**src/rtl/text_char_buffer.sv**
```systemverilog
// Writable COLS x ROWS character grid for the text layer: random-access writes,
// cursor-driven put stream with auto-advance/newline, and a fill-code clear engine.
module text_char_buffer #(
  parameter int                 COL_BITS  = 4,
  parameter int                 ROW_BITS  = 4,
  parameter int                 CODE_W    = 7,
  parameter logic [CODE_W-1:0]  FILL_CODE = 7'h20,
  localparam int                XY_W      = COL_BITS + ROW_BITS
) (
  input  logic              pclk,
  input  logic              rst,
  input  logic              clear,
  output logic              busy,
  input  logic              wr_en,
  input  logic [XY_W-1:0]   wr_xy,
  input  logic [CODE_W-1:0] wr_code,
  input  logic              cur_set,
  input  logic [XY_W-1:0]   cur_xy,
  input  logic              put_en,
  input  logic [CODE_W-1:0] put_code,
  output logic [XY_W-1:0]   cursor_xy,
  input  logic [XY_W-1:0]   rd_xy,
  output logic [CODE_W-1:0] rd_code
);

  localparam int                CELLS   = 1 << XY_W;
  localparam logic [CODE_W-1:0] NEWLINE = CODE_W'(7'h0A);

  typedef enum logic {CLEAR, IDLE} state_t;

  state_t              state_reg;
  logic [XY_W-1:0]     clr_addr_reg;
  logic [XY_W-1:0]     cursor_reg;
  logic                busy_reg;
  logic                rd_fill_reg;
  logic [CODE_W-1:0]   rd_data_reg;
  logic [CODE_W-1:0]   mem [CELLS];

  logic                put_accept;
  logic                put_is_nl;
  logic [XY_W-1:0]     cursor_adv;
  logic [XY_W-1:0]     cursor_nl;
  logic [ROW_BITS-1:0] cursor_row;
  logic                mem_we;
  logic [XY_W-1:0]     mem_waddr;
  logic [CODE_W-1:0]   mem_wdata;

  // A put only lands when nothing of higher priority claims the RAM or cursor.
  assign put_accept = (state_reg == IDLE) && !clear && put_en && !wr_en && !cur_set;
  assign put_is_nl  = (put_code == NEWLINE);
  assign cursor_row = cursor_reg[XY_W-1:COL_BITS];
  assign cursor_adv = cursor_reg + XY_W'(1);
  assign cursor_nl  = {cursor_row + ROW_BITS'(1), {COL_BITS{1'b0}}};

  always_comb begin
    mem_we    = 1'b0;
    mem_waddr = clr_addr_reg;
    mem_wdata = FILL_CODE;
    if (!rst && !clear) begin
      if (state_reg == CLEAR) begin
        mem_we = 1'b1;
      end else if (wr_en) begin
        mem_we    = 1'b1;
        mem_waddr = wr_xy;
        mem_wdata = wr_code;
      end else if (put_accept && !put_is_nl) begin
        mem_we    = 1'b1;
        mem_waddr = cursor_reg;
        mem_wdata = put_code;
      end
    end
  end

  always_ff @(posedge pclk or posedge rst) begin
    if (rst) begin
      state_reg    <= CLEAR;
      clr_addr_reg <= '0;
      cursor_reg   <= '0;
      busy_reg     <= 1'b1;
      rd_fill_reg  <= 1'b1;
    end else begin
      rd_fill_reg <= (state_reg == CLEAR);
      if (clear) begin
        state_reg    <= CLEAR;
        clr_addr_reg <= '0;
        cursor_reg   <= '0;
        busy_reg     <= 1'b1;
      end else begin
        case (state_reg)
          CLEAR: begin
            clr_addr_reg <= clr_addr_reg + XY_W'(1);
            if (clr_addr_reg == {XY_W{1'b1}}) begin
              state_reg <= IDLE;
              busy_reg  <= 1'b0;
            end
          end
          IDLE: begin
            if (cur_set) begin
              cursor_reg <= cur_xy;
            end else if (put_accept) begin
              cursor_reg <= put_is_nl ? cursor_nl : cursor_adv;
            end
          end
          default: state_reg <= CLEAR;
        endcase
      end
    end
  end

  // Plain RAM port, no reset: read-before-write on a shared address.
  always_ff @(posedge pclk) begin
    if (mem_we) begin
      mem[mem_waddr] <= mem_wdata;
    end
    rd_data_reg <= mem[rd_xy];
  end

  assign busy      = busy_reg;
  assign cursor_xy = cursor_reg;
  assign rd_code   = rd_fill_reg ? FILL_CODE : rd_data_reg;

endmodule

```
**config.mk**
```make
export PLATFORM = sky130hd
export DESIGN_NAME = text_char_buffer
export DESIGN_NICKNAME = d
export VERILOG_FILES = /design/src/rtl/text_char_buffer.sv
export SDC_FILE = /design/constraint.sdc
export NUM_CORES = 2
export LEC_CHECK = 0
export CORE_UTILIZATION = 38
export DETAILED_ROUTE_END_ITERATION = 8
export PLACE_DENSITY_LB_ADDON = 0.15
export SLEW_MARGIN = 20
export SYNTH_ARGS = -nofsm -noshare
export SYNTH_HDL_FRONTEND = slang
export SYNTH_SLANG_ARGS = --single-unit
```
**constraint.sdc**
```tcl
create_clock -name pclk -period 10.3 [get_ports pclk]
set_input_delay 2.06 -clock pclk [delete_from_list [all_inputs] [get_ports pclk]]
set_output_delay 2.06 -clock pclk [all_outputs]
set_load 0.005 [all_outputs]
```
# After elaboration in Yosys (flattened, before gate mapping)
# Memory sizes are Yosys's and may differ from the RTL's. A register that Yosys moved wholly into a read port is not among the register bits.
# Cells that the tools add are included.
op_classes:
  add_sub_neg: 3
  n_eq_ne: 3
  muxes: 28
  n_bitwise: 1
  n_reduce_logical: 16
ops:
  columns: ["cell", "n"]
  rows:
  - ["$mux 8", 11]
  - ["$mux 7", 5]
  - ["$add 8x1->8 const B", 2]
  - ["$mux 1", 12]
  - ["$eq 8x8->1 const B", 1]
  - ["$eq 7x4->1 const B", 1]
  - ["$logic_and 1x1->1", 6]
  - ["$logic_not 1->1", 5]
  - ["$add 4x1->4 const B", 1]
  - ["$reduce_and 2->1", 2]
  - ["$reduce_bool 2->1", 2]
  - ["$reduce_bool 3->1", 1]
  - ["$ne 2x2->1 const B", 1]
  - ["$not 1->1", 1]
word_totals:
  ff_bits: 19
  mem_bits_rw: 1792
  inputBits: 44
  output_inout_bits: 16
  word_cells: 57
  mem_count: 1
memory_table:
  columns: ["memory", "words", "word_bits", "rd", "rd_ports_with_merged_regs", "write_ports", "line_no", "text"]
  rows:
  - ["mem", 256, 7, 1, 1, 1, "37", "logic [CODE_W-1:0] mem [CELLS];"]

# Logic depth before layout (Yosys ltp)
depth:
  depth_word: 12
  depth_mapped: 11
  depth_no_buf: 7

# Least setup slack after synthesis
# No wires, ideal clock.
synth_path:
  path_kind: "input to register"
  startpoint: "in clear"
  endpoint: "mem mem[0][0], data pin"
  setup_ns: 1.390
  t_arrival_ns: 9.126
  required_ns: 8.910
  path_slack_ns: -0.217
  stages: 7
  n_path_buf: 2
  path_cell_list: "buf_2 -> and4bb_4 -> o21bai_4 -> o21ai_1 -> nand2_1 -> buf_2 -> nor2_1"
synth_via:
  elab_chain_len: 10
  elab_cells_between_ends: 11
  cone_classes: "4 x mux; 7 x reduce/logical"
synth_rtl:
  columns: ["item", "line_no", "text"]
  rows:
  - ["from (decl)", "12", "input logic clear,"]
  - ["$logic_not 1->1 (*)", "49, 59", null]
  - ["$logic_and 1x1->1 (4 in a row)", "49", "assign put_accept = (state_reg == IDLE) && !clear && put_en && !wr_en && !cur_set;"]
  - ["$logic_and 1x1->1", "66", "end else if (put_accept && !put_is_nl) begin"]
  - ["$mux 7", "66", null]
  - ["$mux 7", "62", "end else if (wr_en) begin"]
  - ["$mux 7", "60", "if (state_reg == CLEAR) begin"]
  - ["$mux 7 (*)", "59", "if (!rst && !clear) begin"]
  - ["net mem_wdata[0]", "46", "logic [CODE_W-1:0] mem_wdata;"]
  - ["to (decl)", "37", null]
# Mark *: on every way through the listed nets, which the timed path passes. The rest lies on a longest branch.

# Worst setup path in the final report
layout_path:
  startpoint: "in wr_en"
  endpoint: "mem mem[232][5] (enable)"
layout_via:
  elab_chain_len: 10
  elab_cells_between_ends: 14
  cone_classes: "10 x mux; 4 x reduce/logical"
layout_rtl:
  columns: ["item", "line_no", "text"]
  rows:
  - ["from (decl)", "14", "input logic wr_en,"]
  - ["$logic_not 1->1", "49", null]
  - ["$logic_and 1x1->1 (2 in a row)", "49", null]
  - ["$logic_and 1x1->1", "66", null]
  - ["$mux 1", "66", null]
  - ["$mux 1", "62", null]
  - ["$mux 1", "60", null]
  - ["$mux 1", "59", null]
  - ["$mux 1", "112", "if (mem_we) begin"]
  - ["$mux 1 (implied by the code)", "113", "mem[mem_waddr] <= mem_wdata;"]
# Several ways; a longest one is shown, not always the timed one.

==> run_results.csv <==
group,metric,value,unit
sta,hold_ws,538,ps
floorplanning,chipWidth,435,um
clocking,cts_setup_buffers,0,
global_routing,grt_antenna_before_repair,12,
setup_path,critical_path.reg2reg.startpoint,"state_reg",
worst_hold_path,hold_path_startpoint,"busy",
global_routing,grt.met2_usage,0.334,
place,place.detailed.hpwl,121000,um
floorplanning,initial_core_util,0.383,
clocking,cts_tree,"done",
synthesis,post-synth-top-count-cell,"sky130_fd_sc_hd__edfxtp_1",
synthesis,post-synth-top-area-cell,"sky130_fd_sc_hd__edfxtp_1",
global_routing,grt.total_usage,0.209,
clocking,htree_levels,4,
synthesis,netlist-cell-type-count,70,
clocking,tritoncts.num_buffers,188,
power_and_ir_drop,worst_ir_drop_vdd,0.182,mV
sta,hold_violations,0,
clocking,clk_transition_reported_paths,60,ps
power_and_ir_drop,power.sequential.fraction,0.520,
sta,timing.fmax,0.145,GHz
synthesis,synth_area_per_cell,19.9,um^2
power_and_ir_drop,power_frac_comb,0.034,
synthesis,yosys_most_used_dff,"sky130_fd_sc_hd__edfxtp_1",
synthesis,synth.yosys.seq_area_share,0.764,
floorplanning,placeableCoreArea,0.186,mm^2
clocking,cts-hold-fix-buffers,0,
sta,min_period_over_period,0.670,
synthesis,synth_top_area_frac,0.755,
cells_and_area,largest_register_ff_count,1792,
floorplanning,floorplan.io_pins,60,
drt,routed_wl,198000,um
synthesis,cell_types_with_the_largest_area_share_after_synthesis,"sky130_fd_sc_hd__edfxtp_1, sky130_fd_sc_hd__mux4_2, sky130_fd_sc_hd__mux2i_1",
job,max_cap_viol_count,0,
clocking,clockRootBuffer,"sky130_fd_sc_hd__clkbuf_16",
synthesis,synth_commonest_cells,"sky130_fd_sc_hd__edfxtp_1, sky130_fd_sc_hd__mux4_2, sky130_fd_sc_hd__nor2_1, sky130_fd_sc_hd__mux2i_1, sky130_fd_sc_hd__nand2_1",
clocking,cts-root-to-sink-buffers,3,
drt,drt_pre_antenna_iters,5,
floorplanning,rows,158,
drt,vias,35700,
power_and_ir_drop,pwr-share-clk,0.446,
global_routing,busiest_grt_layer,"met2",
drt,drt-wirelength-per-cell,31.2,um
sta,finalWorstPathRequiredPeriod,6900,ps
synthesis,async_reset_ff_frac,0.0105,
cells_and_area,filler_cell_count,16100,
floorplanning,die_area,0.189,mm^2
power_and_ir_drop,post-layout-total-power,15400,uW
sta,layout_skew,40.3,ps
setup_path,criticalPathCategory,"input pin to flop",
synthesis,synth_nets,3634,
global_routing,global_route.overflow_total,0,
sta,rsz0062_at_grt,"false",
clocking,clock_sink_count,1818,
floorplanning,floorplan.die.height,435,um
setup_path,worst-endpoint-arrival,7350,ps
sta,fin_tns_setup,0,ps
place,gpl.final_weighted_congestion,0.809,
synthesis,yosys_warnings,0,
cells_and_area,areaGrowthSynthToFinish,13.8,%
clocking,post_cts_resize_count,0,
setup_path,worst_ep_required_time,10750,ps
global_routing,grt_max_degree,168,
global_routing,globalRouteMet3Util,0.0371,
sta,tightestPinTransition,1220,ps
drt,detailedRoute.firstIterationViolations,3585,
power_and_ir_drop,leakagePower,0.0281,uW
synthesis,synthesis.area,0.0713,mm^2
drt,detail_route.vias_per_cell,5.61,
power_and_ir_drop,switchingPower,3220,uW
sta,final_max_slew_viol_count,0,
sta,slew_headroom,0.184,
cells_and_area,final_design_area_no_fill,0.0811,mm^2
clocking,worst_skew_pair.late_latency,830,ps
status,run_status,"finished clean",
power_and_ir_drop,power_switching_share,0.209,
global_routing,grtUsageMet1,0.295,
setup_path,timing.critical_path.from,"wr_en",
drt,detail-route-antenna-nets,0,
place,place.port_buffers,59,
global_routing,vias_in_the_first_global_route,36600,
setup_path,critical_path.max_fanout,20,
setup_path,worstSetupEndpointType,"flop",
global_routing,grt_pass1_wl,281000,um
worst_hold_path,hold_path.class,"flop to flop",
sta,setup_violations,0,
place,dpl_cell_area,0.0749,mm^2
drt,drc,0,
cells_and_area,final_net_count,3761,
synthesis,syn_inst,3587,
synthesis,synth_edf_count,1792,
setup_path,crit_path_start_kind,"input pin",
power_and_ir_drop,p_int,12200,uW
cells_and_area,drive_gt1_frac,0.208,
synthesis,flop_and_latch_count_out_of_synthesis,1818,
power_and_ir_drop,pwr_density_cell,190,mW/mm^2
-- critical path, stage by stage --
cell	delay (ps)
sky130_fd_sc_hd__clkdlybuf4s50_1	1040
sky130_fd_sc_hd__and4bb_4	350
sky130_fd_sc_hd__o21bai_4	360
sky130_fd_sc_hd__o21ai_1	200
sky130_fd_sc_hd__nand2_1	760
sky130_fd_sc_hd__mux2i_1	760
sky130_fd_sc_hd__nand3_2	940
sky130_fd_sc_hd__nor2_1	830
-- worst paths after layout --
check | endpoint | slack [ps] | depth (start not counted)
max | mem[232][5] | 3400 | 8
min | busy | 540 | 1
max reg2reg | mem[232][5] | 5200 | 7
min reg2reg | busy | 540 | 1
max in group asynchronous | clr_addr_reg[2] | 8030 | 2
min in group asynchronous | clr_addr_reg[1] | 1810 | 2
-- metal layers --
layer,share of wire,wire length [um]
met1,0.43,84800
met2,0.48,95300
met3,0.067,13300
met4,0.023,4590
met5,0.000066,13
-- cell type report --
type,count,area [um^2],area share
antenna,4,10.0,0.000123
clock inverter,114,1210,0.0149
timing repair buffer,138,1340,0.0165
sequential,1818,54400,0.671
tap,2480,3100,0.0382
multi-input combinational,1561,16000,0.197
inverter,7,26.3,0.000324
clock buffer,233,5020,0.0618
-- placed cells by master, fill, tap and decap left out, types with 7 or more instances in the layout --
master	Yosys	final
sky130_fd_sc_hd__edfxtp_1	1792	1792
sky130_fd_sc_hd__mux4_2	385	385
sky130_fd_sc_hd__nor2_1	296	286
sky130_fd_sc_hd__clkbuf_16	0	191
sky130_fd_sc_hd__mux2i_1	156	156
sky130_fd_sc_hd__nand2_1	114	110
sky130_fd_sc_hd__a22oi_1	101	101
sky130_fd_sc_hd__a21oi_1	75	75
sky130_fd_sc_hd__buf_4	24	70
sky130_fd_sc_hd__nor3_1	60	59
sky130_fd_sc_hd__o22ai_1	56	56
sky130_fd_sc_hd__clkdlybuf4s50_1	0	53
sky130_fd_sc_hd__o21ai_0	38	37
sky130_fd_sc_hd__clkinv_2	0	35
sky130_fd_sc_hd__clkinv_1	1	35
sky130_fd_sc_hd__clkbuf_1	98	34
sky130_fd_sc_hd__a211oi_1	29	29
sky130_fd_sc_hd__nand3_1	33	27
sky130_fd_sc_hd__o221ai_1	26	26
sky130_fd_sc_hd__nor2b_1	21	21
sky130_fd_sc_hd__o211ai_1	21	21
sky130_fd_sc_hd__bufinv_16	0	21
sky130_fd_sc_hd__nand2b_1	18	17
sky130_fd_sc_hd__nor4_1	18	17
sky130_fd_sc_hd__dfrtp_1	17	17
sky130_fd_sc_hd__buf_12	0	11
sky130_fd_sc_hd__nand4_1	10	10
sky130_fd_sc_hd__a31oi_1	9	9
sky130_fd_sc_hd__a22o_1	8	8
sky130_fd_sc_hd__clkinvlp_4	0	8
sky130_fd_sc_hd__clkbuf_8	0	8
sky130_fd_sc_hd__xor2_1	7	7
sky130_fd_sc_hd__nor3b_1	7	7
sky130_fd_sc_hd__mux2_2	7	7
sky130_fd_sc_hd__dfxtp_1	7	7
-- power groups by stage --
stage	Sequential [uW]	Combinational [uW]	Clock [uW]
after floorplan	8170	322	0
after global placement	8170	526	0
after detailed placement	8170	525	0
after CTS	8010	526	6990
after global routing	8010	546	7280
final	8010	520	6870
-- through the flow --
step	setup WS [ps]	util	instances
finish	3400	0.437	6355
global route	3190	0.437	6352
CTS	3460	0.436	6350
detailed placement	2570	0.403	6003
global placement	2610	0.403	6003
floorplan	-217	-	3587
-- cell families after synthesis --
group / synth area share
AO/OA/AOI/OAI: 0.0382
multiplexers: 0.145
adder cells (fa/ha/maj): 0.000527
XOR/XNOR: 0.00123
buffers and inverters: 0.0134
flip-flops: 0.764
AND/OR/NAND/NOR: 0.0381
Power figures use the tool's default switching activity.
